File: src/rtl/sipo_deser.sv
// Serial-in/parallel-out deserializer: assembles WIDTH-bit words from a
// qualified bit stream and holds each one under a valid/ack handshake.
module sipo_deser #(
  parameter int WIDTH     = 8,
  parameter bit MSB_FIRST = 1'b1
) (
  input  logic                     clk,
  input  logic                     rst_n,
  input  logic                     d,
  input  logic                     d_vld,
  input  logic                     clr,
  output logic [WIDTH-1:0]         word,
  output logic                     word_vld,
  input  logic                     word_ack,
  output logic                     busy,
  output logic [$clog2(WIDTH)-1:0] bit_cnt,
  output logic                     overrun
);

  localparam int CW = $clog2(WIDTH);
  localparam logic [CW-1:0] LAST = CW'(WIDTH - 1);

  logic [WIDTH-1:0] sr;
  logic [WIDTH-1:0] sr_nxt;
  logic             done;
  logic             room;

  generate
    if (MSB_FIRST) begin : g_msb
      assign sr_nxt = {sr[WIDTH-2:0], d};
    end else begin : g_lsb
      assign sr_nxt = {d, sr[WIDTH-1:1]};
    end
  endgenerate

  assign done = d_vld && (bit_cnt == LAST);
  // holding register is free if empty or being consumed this edge
  assign room = !word_vld || word_ack;

  always_ff @(posedge clk or negedge rst_n) begin
    if (!rst_n) begin
      sr       <= '0;
      word     <= '0;
      word_vld <= 1'b0;
      bit_cnt  <= '0;
      busy     <= 1'b0;
      overrun  <= 1'b0;
    end else if (clr) begin
      sr       <= '0;
      word     <= '0;
      word_vld <= 1'b0;
      bit_cnt  <= '0;
      busy     <= 1'b0;
      overrun  <= 1'b0;
    end else begin
      if (d_vld) begin
        sr <= sr_nxt;
        if (done) begin
          bit_cnt <= '0;
          busy    <= 1'b0;
        end else begin
          bit_cnt <= bit_cnt + 1'b1;
          busy    <= 1'b1;
        end
      end
      if (done) begin
        if (room) begin
          word     <= sr_nxt;
          word_vld <= 1'b1;
        end else begin
          overrun  <= 1'b1;
        end
      end else if (word_vld && word_ack) begin
        word_vld <= 1'b0;
      end
    end
  end

endmodule
File: config.mk
export PLATFORM = sky130hd
export DESIGN_NAME = sipo_deser
export DESIGN_NICKNAME = d
export VERILOG_FILES = /design/src/rtl/sipo_deser.sv
export SDC_FILE = /design/constraint.sdc
export NUM_CORES = 1
export LEC_CHECK = 0
export BUFFER_PORTS_ARGS = -buffer_cell sky130_fd_sc_hd__buf_2
export CAP_MARGIN = 30
export CORE_MARGIN = 10
export CORE_UTILIZATION = 56
export CTS_CLUSTER_DIAMETER = 100
export DETAILED_ROUTE_END_ITERATION = 7
export GPL_ROUTABILITY_DRIVEN = 0
export PLACE_DENSITY_LB_ADDON = 0.12
export SLEW_MARGIN = 20
export SYNTH_ARGS = -nofsm -noshare
export SYNTH_HDL_FRONTEND = slang
export SYNTH_SLANG_ARGS = --single-unit
export TNS_END_PERCENT = 50
File: constraint.sdc
create_clock -name clk -period 2.9 [get_ports clk]
set_input_delay 0.725 -clock clk [delete_from_list [all_inputs] [get_ports clk]]
set_output_delay 0.725 -clock clk [all_outputs]
set_load 0.005 [all_outputs]
==> out/qor.yml <==
grt_busiest_layer: "met2"
die_w_um: 62.0
ctsHoldBuffers: 0
crit_arrival_ns: 0.85
cts_resized: 0
final_util: 0.648
required_ns: 2.17
crit_buf_inv: 1
grt_pass1_wl_um: 2920
r2r_slack_ns: 1.42
drt_pass1_iterations: 4
startpoint_type: "flip-flop"
final_area_mm2: 0.00111
postCtsSetupRepairBufs: 0
cpLargestDelayFamily: "flip-flops"
setup_viol: 0
route.detailed.drc: 0
track_usage: 0.103
clock_latency_ns: 0.30
worstSetupPathType: "reg2out"
ys_types: 17
status: "finished clean"
io_pins: 20
r2r-start: "bit_cnt[0]"
cts_buffers: 3
hold_violations: 0
cts.htree.levels: 1
clkSinkCount: 21
clock.fmax_ghz: 0.633
synth_warnings: 0
ys_seq_area_frac: 0.532
final_nets: 110
cts_tree: "built"
use_met2: 0.159
drive_gt1_frac: 0.267
grt_util_met3: 0.0285
dieArea_mm2: 0.00384
finClkSkew_ns: 0.00168
clk_pin_slew_ns: 0.11
vias_per_cell: 4.85
end_kind: "output port"
postPlaceCellArea_mm2: 0.00108
netlist_instances: 83
final_cell_mix: "dfrtp_1 (21), nand2b_1 (19), buf_2 (19), mux2i_1 (16), nor2_1 (10)"
synth.net_count: 91
fp.dieH_um: 62.0
max-cap-violations: 0
slew_headroom: 0.700
routed_wl_um: 1640
slew_viol_final: 0
final_common_cell: "dfrtp_1"
path_cells: "buf_2"
worst_slew_pin_slew_ns: 0.450
grt-ovfl-total: 0
synthToLayoutAreaGrowth_pct: 12.2
grt_max_degree: 30
rr_worst_depth: 5
vias: 611
drt_iter0_drc: 8
initial_core_util: 0.578
core_mm2: 0.00171
cts-root-buf: "clkbuf_4"
avgSynthCellArea_um2: 11.9
r2r_end: "bit_cnt[0]"
postRouteAntennaNets: 0
cts_buffer_depth: 2
max_stage_delay_ns: 0.42
use_met1: 0.126
synthesis.area_um2: 987
timing.final.crit_share: 0.545
placementRows: 15
rsz0062_at_grt: "false"
synth_seq_cells: 21
n_antenna_cell: 0
fin_crit_ns: 1.58
fin_setup_tns_ns: 0
crit_path_top_delay_cell: "dfrtp_1"
leakage_uw: 0.000554
p_per_area_mw_per_mm2: 431
antenna_found_initial: 0
min_path_type: "in2async"
wl_per_cell_um: 13.0
portBuffers: 19
irDropWorstVdd_mv: 0.299
dp_hpwl_um: 1170
crit_fanout: 3
grt_pass1_vias: 656
==> final cells by class <==
| cell class | instances | area, um^2 |
|---|---|---|
| Multi-Input combinational cell | 57 | 429 |
| Fill cell | 137 | 601 |
| Clock buffer | 4 | 26.3 |
| Timing Repair Buffer | 19 | 95.1 |
| Sequential cell | 21 | 526 |
| Tap cell | 25 | 31.3 |
==> cells by family after synthesis <==
logic type,synth area share
compound gates,0.0215
fa+ha+maj,0.0253
buf+inv,0.0330
flops,0.532
mux,0.174
simple gates,0.214
==> synth_stat cells (all sizes together) <==
master  count  area share
ha          2       0.025
nand2b     19        0.12
mux2        1       0.011
nor2       12       0.065
a31oi       1      0.0063
and2b       1       0.010
clkbuf      1      0.0038
mux2i      16        0.16
dfrtp      21        0.53
nand3b      1      0.0076
buf         4       0.029
nand2       1       0.011
a21oi       3       0.015
==> power by group <==
group	leakage [uW]	internal, uW	switching, uW
clock	0.0000150	53.6	86.4
combinational	0.000250	15.6	20.6
sequential	0.000290	297	3.24
==> worst max path at each step <==
stage	from	endpoint	cells after the start
global placement	d_vld	word[1]	4
detailed placement	d_vld	word[4]	4
CTS	bit_cnt[2]	bit_cnt[2]	1
global route	bit_cnt[0]	bit_cnt[0]	1
finish	bit_cnt[2]	bit_cnt[2]	1
floorplan	bit_cnt[0]	bit_cnt[0]	5
==> flip-flops by register name, indices dropped and copies added (netlist names) <==
register / cells
word: 8
word_vld: 1
busy: 1
overrun: 1
sr: 7
bit_cnt: 3
==> stage by stage <==
step,power (uW),hold WS (ns),setup slack [ns],instances
finish,477,0.352,1.32,126
global route,505,0.356,1.27,126
CTS,488,0.359,1.30,126
detailed placement,344,0.485,1.21,122
global placement,343,0.486,1.25,122
floorplan,331,0.429,1.52,83
==> per-layer routing <==
| metal | up-vias | part of all wire | wire length, um |
|---|---|---|---|
| met3 | 4 | 0.057 | 94 |
| met5 | - | 0 | 0 |
| met2 | 12 | 0.47 | 767 |
| li1 | 309 | - | - |
| met4 | 0 | 0.018 | 30 |
| met1 | 286 | 0.46 | 752 |
(Power assumes the default switching activity.)
